## config.mk

```make
export PLATFORM = sky130hd
export DESIGN_NAME = mdu_seq_flat
export DESIGN_NICKNAME = d
export VERILOG_FILES = /design/src/rtl/mdu_if.sv /design/src/rtl/mdu_seq.sv /design/src/flat_wrapper.sv
export SDC_FILE = /design/constraint.sdc
export NUM_CORES = 1
export LEC_CHECK = 0
export BUFFER_PORTS_ARGS = -buffer_cell sky130_fd_sc_hd__buf_2
export CAP_MARGIN = 20
export CELL_PAD_IN_SITES_DETAIL_PLACEMENT = 1
export CELL_PAD_IN_SITES_GLOBAL_PLACEMENT = 1
export CORE_UTILIZATION = 27
export DETAILED_ROUTE_END_ITERATION = 8
export PLACE_DENSITY_LB_ADDON = 0.05
export SYNTH_ARGS = -nofsm -noshare
export SYNTH_HDL_FRONTEND = slang
export SYNTH_SLANG_ARGS = --single-unit
```

## constraint.sdc

```tcl
create_clock -name clk -period 10.85 [get_ports clk]
set_input_delay 1.085 -clock clk [delete_from_list [all_inputs] [get_ports clk]]
set_output_delay 1.085 -clock clk [all_outputs]
set_load 0.03 [all_outputs]
```

## src/rtl/mdu_if.sv

```systemverilog
// Handshake and operand bus between the EX stage and the mul/div sequencer.
interface mdu_if #(parameter int XLEN = 32);
    logic            start;
    logic [2:0]      op;
    logic [XLEN-1:0] a;
    logic [XLEN-1:0] b;
    logic            flush;
    logic            stall;
    logic            busy;
    logic            done;
    logic [XLEN-1:0] result;

    modport master (output start, op, a, b, flush, input stall, busy, done, result);
    modport slave  (input start, op, a, b, flush, output stall, busy, done, result);
endinterface

```

## src/rtl/mdu_seq.sv

```systemverilog
// Iterative RV32M sequencer: radix-2 shift-add multiply / restoring divide on
// operand magnitudes, one bit per cycle, with sign fix-up in a final cycle.
module mdu_seq #(parameter int XLEN = 32) (
    input  logic clk,
    input  logic rst,
    mdu_if.slave bus
);
    localparam int CW = $clog2(XLEN);

    typedef enum logic [1:0] {IDLE, CALC, FIX, DONE} state_t;
    state_t state, state_nxt;

    logic [CW-1:0]     cnt;
    logic [2:0]        op_r;
    logic [XLEN-1:0]   mcand;
    logic [2*XLEN-1:0] prod;
    logic              neg, neg_r;
    logic [XLEN-1:0]   result;

    logic              accept, a_sgn, b_sgn, a_neg, b_neg, ovf, special;
    logic [XLEN-1:0]   a_mag, b_mag, special_val;

    assign accept = (state == IDLE) & bus.start & ~bus.flush;
    assign a_sgn  = (bus.op == 3'd1) | (bus.op == 3'd2) | (bus.op == 3'd4) | (bus.op == 3'd6);
    assign b_sgn  = (bus.op == 3'd1) | (bus.op == 3'd4) | (bus.op == 3'd6);
    assign a_neg  = a_sgn & bus.a[XLEN-1];
    assign b_neg  = b_sgn & bus.b[XLEN-1];
    assign a_mag  = a_neg ? -bus.a : bus.a;
    assign b_mag  = b_neg ? -bus.b : bus.b;

    // Divide-by-zero and signed overflow finish without iterating.
    assign ovf         = ~bus.op[0] & (bus.a == {1'b1, {(XLEN-1){1'b0}}}) & (&bus.b);
    assign special     = bus.op[2] & ((bus.b == '0) | ovf);
    assign special_val = (bus.b == '0) ? (bus.op[1] ? bus.a : '1)
                                       : (bus.op[1] ? '0 : bus.a);

    // prod holds {hi, lo}: multiply = {partial sum, multiplier}; divide = {remainder, quotient}.
    logic [XLEN:0]     sum, rsh, diff;
    logic [2*XLEN-1:0] step;
    always_comb begin
        sum  = {1'b0, prod[2*XLEN-1:XLEN]} + (prod[0] ? {1'b0, mcand} : '0);
        rsh  = {prod[2*XLEN-1:XLEN], prod[XLEN-1]};
        diff = rsh - {1'b0, mcand};
        if (!op_r[2])
            step = {sum, prod[XLEN-1:1]};
        else if (!diff[XLEN])
            step = {diff[XLEN-1:0], prod[XLEN-2:0], 1'b1};
        else
            step = {rsh[XLEN-1:0], prod[XLEN-2:0], 1'b0};
    end

    logic [2*XLEN-1:0] mul_p;
    logic [XLEN-1:0]   quo, rem, fix_val;
    always_comb begin
        mul_p = neg ? -prod : prod;
        quo   = prod[XLEN-1:0];
        rem   = prod[2*XLEN-1:XLEN];
        case (op_r)
            3'd0:    fix_val = mul_p[XLEN-1:0];
            3'd4:    fix_val = neg ? -quo : quo;
            3'd5:    fix_val = quo;
            3'd6:    fix_val = neg_r ? -rem : rem;
            3'd7:    fix_val = rem;
            default: fix_val = mul_p[2*XLEN-1:XLEN];
        endcase
    end

    always_ff @(posedge clk or posedge rst) begin
        if (rst) state <= IDLE;
        else     state <= state_nxt;
    end

    always_comb begin
        state_nxt = state;
        case (state)
            IDLE:    if (accept) state_nxt = special ? DONE : CALC;
            CALC:    if (bus.flush) state_nxt = IDLE;
                     else if (cnt == CW'(XLEN-1)) state_nxt = FIX;
            FIX:     state_nxt = bus.flush ? IDLE : DONE;
            default: state_nxt = IDLE;
        endcase
    end

    always_ff @(posedge clk or posedge rst) begin
        if (rst) begin
            cnt    <= '0;
            op_r   <= '0;
            mcand  <= '0;
            prod   <= '0;
            neg    <= 1'b0;
            neg_r  <= 1'b0;
            result <= '0;
        end else begin
            case (state)
                IDLE: if (accept) begin
                    op_r  <= bus.op;
                    neg   <= a_neg ^ b_neg;
                    neg_r <= a_neg;
                    cnt   <= '0;
                    if (special) result <= special_val;
                    if (bus.op[2]) begin
                        prod  <= {{XLEN{1'b0}}, a_mag};
                        mcand <= b_mag;
                    end else begin
                        prod  <= {{XLEN{1'b0}}, b_mag};
                        mcand <= a_mag;
                    end
                end
                CALC: if (!bus.flush) begin
                    prod <= step;
                    cnt  <= cnt + CW'(1);
                end
                FIX: if (!bus.flush) result <= fix_val;
                default: ;
            endcase
        end
    end

    assign bus.stall  = accept | (state == CALC) | (state == FIX);
    assign bus.busy   = (state != IDLE);
    assign bus.done   = (state == DONE);
    assign bus.result = result;
endmodule

```

## src/flat_wrapper.sv

```systemverilog
// flat-port wrapper written by rule: the top's interface ports become plain ports
module mdu_seq_flat 
#(parameter int XLEN = 32)
  (clk, rst, bus_start, bus_op, bus_a, bus_b, bus_flush, bus_stall, bus_busy, bus_done, bus_result);
  mdu_if #(.XLEN(XLEN)) bus_i ();
  input  logic clk;
  input  logic rst;
  input wire logic [$bits(bus_i.start)-1:0] bus_start;
  input wire logic [$bits(bus_i.op)-1:0] bus_op;
  input wire logic [$bits(bus_i.a)-1:0] bus_a;
  input wire logic [$bits(bus_i.b)-1:0] bus_b;
  input wire logic [$bits(bus_i.flush)-1:0] bus_flush;
  output wire logic [$bits(bus_i.stall)-1:0] bus_stall;
  output wire logic [$bits(bus_i.busy)-1:0] bus_busy;
  output wire logic [$bits(bus_i.done)-1:0] bus_done;
  output wire logic [$bits(bus_i.result)-1:0] bus_result;
  assign bus_i.start = bus_start;
  assign bus_i.op = bus_op;
  assign bus_i.a = bus_a;
  assign bus_i.b = bus_b;
  assign bus_i.flush = bus_flush;
  assign bus_stall = bus_i.stall;
  assign bus_busy = bus_i.busy;
  assign bus_done = bus_i.done;
  assign bus_result = bus_i.result;
  mdu_seq #(.XLEN(XLEN)) u_core (.clk(clk), .rst(rst), .bus(bus_i));
endmodule
```

# Word-level counts from Yosys, hierarchy flattened
# Cells that the tools add are included.
# Widths: inputs -> output; s select.
[classes]
add_sub_neg = 8
multipliers = 0
n_div = 0
magnitude_cmp = 0
n_reduce_logical = 11
n_eq_ne = 18
bitwise = 18
n_mux = 30
shifts = 0
[ops]
columns = ["operator", "count"]
rows = [
  ["$mux 32", 13],
  ["$mux 64", 5],
  ["$pmux 32 s5", 1],
  ["$neg 32->32", 4],
  ["$pmux 64 s2", 1],
  ["$neg 64->64", 1],
  ["$pmux 32 s2", 1],
  ["$add 32x33->33", 1],
  ["$sub 33x32->33", 1],
  ["$eq 32x32->1 const B", 1],
  ["$logic_not 32->1", 1],
  ["$reduce_and 32->1", 1],
  ["$eq 3x3->1 const B", 6],
  ["$mux 2", 5],
  ["$mux 5", 2],
  ["$pmux 5 s2", 1],
  ["$or 1x1->1", 8],
  ["$and 1x1->1", 7],
  ["$pmux 2 s3", 1],
  ["$reduce_bool 2->1", 3],
  ["$add 5x1->5 const B", 1],
  ["$eq 5x5->1 const B", 1],
  ["$eq 2x2->1 const B", 2],
  ["$ne 2x1->1 const B", 2],
  ["other kinds (12)", 15],
]
[word_totals]
elab_cells = 93
n_memories = 0
rom_bits = 0
input_bits = 71
out_inout_bits = 35
mem_bits_rw = 0
latch_bits = 0
register_bits = 140

# Depth between registers and ports, before layout
# Gate-level depths: netlist (run 1).
[logic_depth]
depth_word = 9
ltp_mapped = 14
ltp_nobuf = 13

# Least setup slack after synthesis (run 1)
# Ideal clock, no wire load.
[synth_path]
path_type = "input to register"
startpoint = "in bus_a[14]"
endpoint = "reg u_core.result[19] (netlist: u_core.bus.result[19])"
required_time_ps = 10724
arrival_ps = 3422
path_stages = 10
path_buffers = 3
slack_ps = 7302
setup_ps = 126
path_cell_list = "clkbuf_1 > or4_1 > nor4_1 > nand4_1 > o21ai_0 > a21oi_1 > or2_1 > buf_2 > clkbuf_1 > a221o_1"
[synth_between]
elab_chain_cells = 7
[synth_lines]
columns = ["item", "line", "rtl"]
rows = [
  ["from (decl)", "flat_wrapper.sv:10", "input wire logic [$bits(bus_i.a)-1:0] bus_a;"],
  ["$eq 32x32->1", "mdu_seq.sv:32", "assign ovf = ~bus.op[0] & (bus.a == {1'b1, {(XLEN-1){1'b0}}}) & (&bus.b);"],
  ["$and 1x1->1 (2 in a row)", "mdu_seq.sv:32", ""],
  ["$or 1x1->1", "mdu_seq.sv:33", "assign special = bus.op[2] & ((bus.b == '0) | ovf);"],
  ["$and 1x1->1", "mdu_seq.sv:33", ""],
  ["$ne 2x1->1 (no line)", "n/a", ""],
  ["$reduce_and 4->1 (no line)", "n/a", ""],
  ["to (signal assigned)", "mdu_seq.sv:100", "if (special) result <= special_val;"],
  ["to (signal assigned)", "mdu_seq.sv:113", "FIX: if (!bus.flush) result <= fix_val;"],
  ["to (decl)", "mdu_seq.sv:18", "logic [XLEN-1:0] result;"],
]
# No other way between the ends.
# A chain may end at the register's enable or synchronous reset.

# Final worst setup path (run 1)
[layout_path]
startpoint = "reg u_core.prod[31]"
endpoint = "reg u_core.prod[50]"
[layout_between]
elab_chain_cells = 5
[layout_lines]
columns = ["item", "line", "rtl"]
rows = [
  ["from (decl)", "mdu_seq.sv:16", "logic [2*XLEN-1:0] prod;"],
  ["from (signal assigned)", "mdu_seq.sv:102", "prod <= {{XLEN{1'b0}}, a_mag};"],
  ["from (signal assigned)", "mdu_seq.sv:105", "prod <= {{XLEN{1'b0}}, b_mag};"],
  ["from (signal assigned)", "mdu_seq.sv:110", "prod <= step;"],
  ["$sub 33x32->33", "mdu_seq.sv:43", "diff = rsh - {1'b0, mcand};"],
  ["$mux 64", "mdu_seq.sv:46", "else if (!diff[XLEN])"],
  ["$mux 64", "mdu_seq.sv:44", "if (!op_r[2])"],
  ["$mux 64", "mdu_seq.sv:109", "CALC: if (!bus.flush) begin"],
  ["$pmux 64 s2", "mdu_seq.sv:94", "case (state)"],
]
# No other way between the ends. The select of a mux whose other input is x is not followed.

==> results by group, run 1 <==
Outcome
  • Outcome: finished, final reports clean

Power and ir drop
  • Worst VDD drop: ~0.10 mV
  • P per Cell Area: 240.7 nW/µm²
  • Leakage: 7.241 nW
  • Power consumption: roughly 4.2 mW

Drt
  • Iter 0 DRT Violations: 1,122
  • WL final: a little under 80,000 µm
  • DRC: 0
  • First drt pass iteration count: 5
  • Vias: between 15,000 and 20,000
  • Via density: 5.692
  • Routed len/inst: about 27 µm
  • Antenna viol nets, final: 0

Logic synthesis
  • Sequential share of the synthesized area: 0.2211
  • Number of flops mapped to enable cells by yosys: 0
  • Commonest cells in the netlist: a21oi_1, nor2_1, nand2_1, o21ai_0, clkbuf_1
  • Synthesized net count: 2,343
  • Avg Cell Area, Syn: just over 7 µm²
  • #FFs+latches synth: 140
  • Synth Cell Area: 15,840 µm²
  • Syn. warnings: 0
  • Yosys top cell area share: 0.2211
  • Count of cell types in the netlist: 79
  • Async SR Flop Fraction: 1.000
  • Top area cells in the synthesized netlist: dfrtp_1, a21oi_1, o21ai_0
  • Post-synth top flop: dfrtp_1
  • Cell taking the most area after synthesis: dfrtp_1
  • Most frequent cell after synthesis: a21oi_1
  • Synthesized netlist cell count: roughly 2,200

Clocking
  • Worst-skew pair later-pin latency: a little over 0.5 ns
  • Clk pin slew, worst setup/hold paths: 0.07 ns
  • Clock Path Buffers: 2
  • Post_cts resized: 0
  • Post-CTS setup buffer count: 0
  • CTS root buffer: clkbuf_16
  • CTS Hold Bufs: 0
  • CTS Sinks: 140
  • CTS buffer count: 17
  • CTS H-tree lvls: 4
  • CTS tree: built

Floorplanning
  • Core area: ~58,000 µm²
  • Height of the die: approximately 240 µm
  • Initial Util: 0.2741
  • DIE AREA: just under 60,000 µm²
  • FP Rows: 88
  • Die width: ~240 µm
  • I/O Pins: 106

Worst setup path
  • Worst Setup SP: u_core.prod[31]$_DFFE_PP0P_
  • Max stage delay on crit path: 0.67 ns
  • CP top delay family: compound AO/OA/AOI/OAI gates
  • Most frequent cell on the critical path: a21o_1
  • Slowest-stage cell, CP: a21oi_1
  • Worst Setup Start Kind: flip-flop
  • CP Data Required Time: 11.23 ns
  • CP max FO: 31
  • R2r startpoint: u_core.prod[31]$_DFFE_PP0P_
  • Critical Path AT: 5.04 ns
  • Critical Path End Type: flip-flop
  • Critical path class: reg -> reg
  • Critical-path cell list: inv_1 -> ha_1 -> fa_1 -> nand2b_1 -> a21o_1 -> a21o_1 -> a21oi_1 -> nand3_1 -> nand3_2 -> buf_4 -> mux2i_1 -> nor2_1 -> a221o_1
  • Worst path buffer plus inverter count: 2

Hold path
  • HP Start: u_core.bus.result[12]$_DFFE_PP0P_
  • HP Class: reg -> reg

Global route
  • Number of global-route vias before repair: roughly 17,000
  • Initial antenna violation count: 0
  • Largest net degree at the start of global routing: slightly above 80
  • Grt total ovfl: 0
  • First-pass GRT wire length: between 100,000 and 150,000 µm
  • GRT Total Usage: 0.2658

STA
  • Fmax: 0.2149 GHz
  • Tmin final: between 4 and 5 ns
  • Unrepaired setup endpoints after global routing: false
  • Hold_ws: 0.4873 ns
  • Final worst-path cycle share: 0.4289
  • Slew @ Worst Pin: roughly 1.0 ns
  • Slew HR: 0.3175
  • Final hold violations: 0
  • Final Skew: 0.01958 ns
  • Final TNS setup: 0 ns
  • Final setup viols: 0
  • Fin. max-slew vios: 0

Layout
  • Layout area overhead: 10.34%
  • Fin area: 17,480 µm²
  • Nets: between 2,000 and 2,500
  • Layout cells sized above 1: 0.09602
  • Ant. Diodes: 0
  • FF+latch area: roughly 3500 µm²
  • Multi-input logic area: approximately 11,000 µm²
  • # fillers: 7,091

Run
  • Maxcap violations: 0

Placement
  • RD Place Congestion: ~0.87
  • PortBufs: ~110
  • Hpwl dp: about 61,000 µm
  • Placed Area: between 15,000 and 20,000 µm²
-- cells in the final DEF, fill, tap and decap left out, drive strengths merged, types with 71 or more instances in the layout --
cell type,n
ha,71
dfrtp,140
nor2,234
inv,73
a21oi,237
xnor2,109
nand2,212
buf,134
o21ai,220
mux2i,79
-- registers in the layout, indices dropped and copies added (netlist names) --
register,cells
u_core.bus.result,32
u_core.cnt,5
u_core.mcand,32
u_core.neg,1
u_core.neg_r,1
u_core.op_r,3
u_core.prod,64
u_core.state,2
-- metrics by stage --
step	util	setup WS, ns	cells
floorplan	-	6.012	2199
global placement	0.2922	6.161	2919
detailed placement	0.2922	6.184	2920
CTS	0.3024	6.237	2952
global route	0.3024	6.012	2952
finish	0.3024	6.196	2952
-- area by class of cell --
type                       count  area share
tap                          765     0.05475
sequential                   140      0.2007
clock inverter                14    0.009161
inverter                      68     0.01489
timing repair buffer         134     0.04244
clock buffer                  18     0.02455
multi-input combinational   1813      0.6535
-- cells by family (layout without fill, tap and decap cells) --
group                    count (synthesis)  count (layout)  synth area share
AO/OA/AOI/OAI                          752             752            0.2931
AND/OR/NAND/NOR                        730             730            0.2176
buffers and inverters                  246             234           0.05978
XOR/XNOR                               173             173           0.09563
flip-flops                             140             140            0.2211
multiplexers                            85              85           0.05417
adder cells (fa/ha/maj)                 73              73           0.05860
-- report_power, final --
part	switching, mW	internal (mW)
Clock	0.304	0.343
Sequential	0.336	0.642
Combinational	1.62	0.958
Total	2.26	1.94
-- per-layer routing --
metal	share of wire	global-route usage	up-vias
li1	-	-	7908
met5	0	0	-
met2	0.48	0.4449	317
met4	0.016	0.06581	0
met3	0.029	0.02842	50
met1	0.48	0.3626	8528
-- path summary, 6_finish.rpt --
check                      cells after the start                                 to  slack, ns
setup / recovery                              13        u_core.prod[50]$_DFFE_PP0P_       6.20
hold / removal                                 2  u_core.bus.result[12]$_DFFE_PP0P_       0.49
setup reg to reg                              13        u_core.prod[50]$_DFFE_PP0P_       6.20
hold reg to reg                                2  u_core.bus.result[12]$_DFFE_PP0P_       0.49
max in group asynchronous                      3  u_core.bus.result[17]$_DFFE_PP0P_       8.59
min in group asynchronous                      2       u_core.mcand[26]$_DFFE_PP0P_       0.74
-- worst reg2reg max path, stage by stage (launching register included) --
cell and delay (ns):
dfrtp_1 0.59, inv_1 0.26, ha_1 0.29, fa_1 0.41, nand2b_1 0.19, a21o_1 0.21
a21o_1 0.21, a21oi_1 0.67, nand3_1 0.26, nand3_2 0.34, buf_4 0.49, mux2i_1 0.28
nor2_1 0.05, a221o_1 0.28
No activity file was read; power rests on OpenSTA's default activity.
==> run 2, diff against run 1 <==
clock period = 4.4 ns   (was 10.85 ns; I/O delays follow)
==> results by group, run 2 (synthesis gave the netlist of run 1 again) <==
Outcome
  • Outcome: finished, final reports clean

Layout
  • # fillers: 7,119 (+0.39%)
  • Nets: 2,369 (+2.2%)
  • Max reg flops: 64 (unchanged)
  • Multi-input logic area: 11,430 µm² (about the same)
  • Top reg by flops: u_core.prod
  • Ant. Diodes: 0 (unchanged)
  • FF+latch area: 3508 µm² (unchanged)
  • Commonest non-fill, non-tap cell in the layout: a21oi_1
  • Layout cells sized above 1: 0.1157 (+0.01971)
  • Most frequent cells in the layout: a21oi_1, nor2_1, nand2_1, o21ai_0, dfrtp_1
  • Largest registers: u_core.prod x64, u_core.bus.result x32, u_core.mcand x32
  • Layout area overhead: 12.94%

Power and ir drop
  • P per Cell Area: 596.8 nW/µm² (+150%)
  • Worst VDD drop: 0.2649 mV (+160%)
  • Leakage: 7.486 nW (+3.4%)

STA
  • Final hold violations: 0 (unchanged)
  • Slew HR: 0.3155 (-0.001930)
  • Final worst-path cycle share: 0.8802 (+0.4513)
  • Fin. max-slew vios: 0 (unchanged)
  • Tmin final: 3.873 ns (-0.7808 ns)
  • Slew @ Worst Pin: 1.027 ns (+0.003995 ns)
  • Setup ws final: 0.5271 ns (-5.669 ns)
  • Final TNS setup: 0 ns (unchanged)
  • Unrepaired setup endpoints after global routing: false
  • Fmax: 0.2582 GHz (+20%)
  • Final setup viols: 0 (unchanged)
  • Final Skew: 0.009973 ns (-0.009605 ns)

Clocking
  • CTS H-tree lvls: 4 (unchanged)
  • CTS root buffer: clkbuf_16
  • Post-CTS setup buffer count: 0 (unchanged)
  • Worst-skew pair later-pin latency: 0.49 ns (-0.02 ns)
  • Clock Path Buffers: 2 (unchanged)
  • CTS tree: built
  • CTS buffer count: 17 (unchanged)
  • Clk pin slew, worst setup/hold paths: 0.07 ns (about the same)
  • Post_cts resized: 0 (unchanged)
  • CTS Sinks: 140 (unchanged)
  • CTS Hold Bufs: 0 (unchanged)

Worst setup path
  • Worst Setup Start Kind: flip-flop
  • Critical Path AT: 4.24 ns (-0.80 ns)
  • CP max FO: 11 (-65%)
  • Critical Path End Type: flip-flop
  • Critical path class: reg -> reg
  • CP Data Required Time: 4.77 ns (-6.46 ns)

Drt
  • DRC: 0 (unchanged)
  • WL final: 79,820 µm (+1.2%)
  • Vias: 16,960 (+0.93%)
  • Wire length on met3: 2409 µm (+5.3%)
  • Via density: 5.647 (-0.79%)
  • Wire length on met2: 38,330 µm (+1.8%)
  • First drt pass iteration count: 5 (unchanged)
  • Iter 0 DRT Violations: 1,169 (+4.2%)
  • Routed len/inst: 26.58 µm (-0.54%)
  • Antenna viol nets, final: 0 (unchanged)
  • Top layer in use: met4
  • M1 WL: 37,840 µm (+0.46%)

Hold path
  • HP Class: in -> async

Floorplanning
  • Core area: 57,810 µm² (unchanged)
  • Die width: 244.2 µm (unchanged)
  • I/O Pins: 106 (unchanged)
  • FP Rows: 88 (unchanged)
  • Initial Util: 0.2741 (unchanged)
  • DIE AREA: 59,650 µm² (unchanged)
  • Height of the die: 244.2 µm (unchanged)

Placement
  • Setup WS pre-CTS: 0.5284 ns (-5.656 ns)
  • PortBufs: 105 (unchanged)
  • Hpwl dp: 63,460 µm (+3.3%)
  • RD Place Congestion: 0.9226 (+5.8%)

Run
  • Maxcap violations: 0 (unchanged)

Global route
  • Largest net degree at the start of global routing: 74 (-8.6%)
  • First-pass GRT wire length: 118,100 µm (+0.25%)
  • Grt total ovfl: 0 (unchanged)
  • Number of global-route vias before repair: 17,110 (+0.73%)
  • Initial antenna violation count: 3 (+3)
  • GRT Total Usage: 0.2678 (+0.001920)
==> run 2: cell types whose count changed in the layout (fill, tap and decap cells not counted), moves of 2 or more <==
cell / before / now
buf_12: 0 / 3
buf_4: 29 / 78
clkbuf_1: 1 / 3
clkinv_4: 5 / 2
clkinvlp_4: 0 / 4
==> run 2: area by class of cell <==
| class | count | area share |
|---|---|---|
| Timing Repair Buffer | 185 | 0.06517 |
| Sequential cell | 140 | 0.1961 |
| Clock inverter | 12 | 0.007762 |
| Multi-Input combinational cell | 1813 | 0.6386 |
| Inverter | 68 | 0.01454 |
| Tap cell | 765 | 0.05349 |
| Clock buffer | 20 | 0.02440 |
==> run 2: worst paths after layout <==
check	start	end	slack, ns	depth (start not counted)
setup / recovery	u_core.prod[41]$_DFFE_PP0P_	u_core.bus.result[21]$_DFFE_PP0P_	0.53	10
hold / removal	rst	u_core.cnt[3]$_DFFE_PP0P_	0.04	2
setup reg to reg	u_core.prod[41]$_DFFE_PP0P_	u_core.bus.result[21]$_DFFE_PP0P_	0.53	10
hold reg to reg	u_core.mcand[24]$_DFFE_PP0P_	u_core.mcand[24]$_DFFE_PP0P_	0.48	2
max in group asynchronous	rst	u_core.prod[32]$_DFFE_PP0P_	3.39	3
min in group clk	bus_op[0]	u_core.op_r[0]$_DFFE_PP0P_	0.25	3
==> run 2: power by group <==
part,internal (mW),leakage (nW),switching [mW]
Sequential,1.59,1.77,0.636
Combinational,2.56,5.45,4.37
Clock,0.837,0.268,0.681
==> run 2: through the flow <==
stage / power [mW] / cells / utilization / hold slack, ns / cell area [µm²]
3_5_place_dp: 9.108 / 2971 / 0.2996 / 0.4730 / 17320
4_1_cts: 10.71 / 3003 / 0.3095 / 0.06345 / 17890
2_1_floorplan: 6.685 / 2199 / - / 0.4498 / 15840
3_3_place_gp: 9.074 / 2971 / 0.2996 / 0.4622 / 17320
6_report: 10.68 / 3003 / 0.3095 / 0.04116 / 17890
5_1_grt: 11.43 / 3003 / 0.3095 / 0.08977 / 17890
==> run 2: critical path, stage by stage, from the launching register on <==
cell and delay, ns:
dfrtp_1 0.57, nor2_1 0.42, nand4_1 0.22, or4_1 0.77, nor4_1 0.75, nor2_1 0.12, xnor2_1 0.26, o2111ai_1 0.16
o21ai_0 0.22, buf_4 0.16, o21ai_0 0.08
==> run 2: metal layers <==
metal / vias to the layer above / GRT usage
met1: 8569 / 0.3634
met2: 337 / 0.4528
met3: 53 / 0.02886
met4: 0 / 0.06103
met5: - / 0
li1: 8000 / -
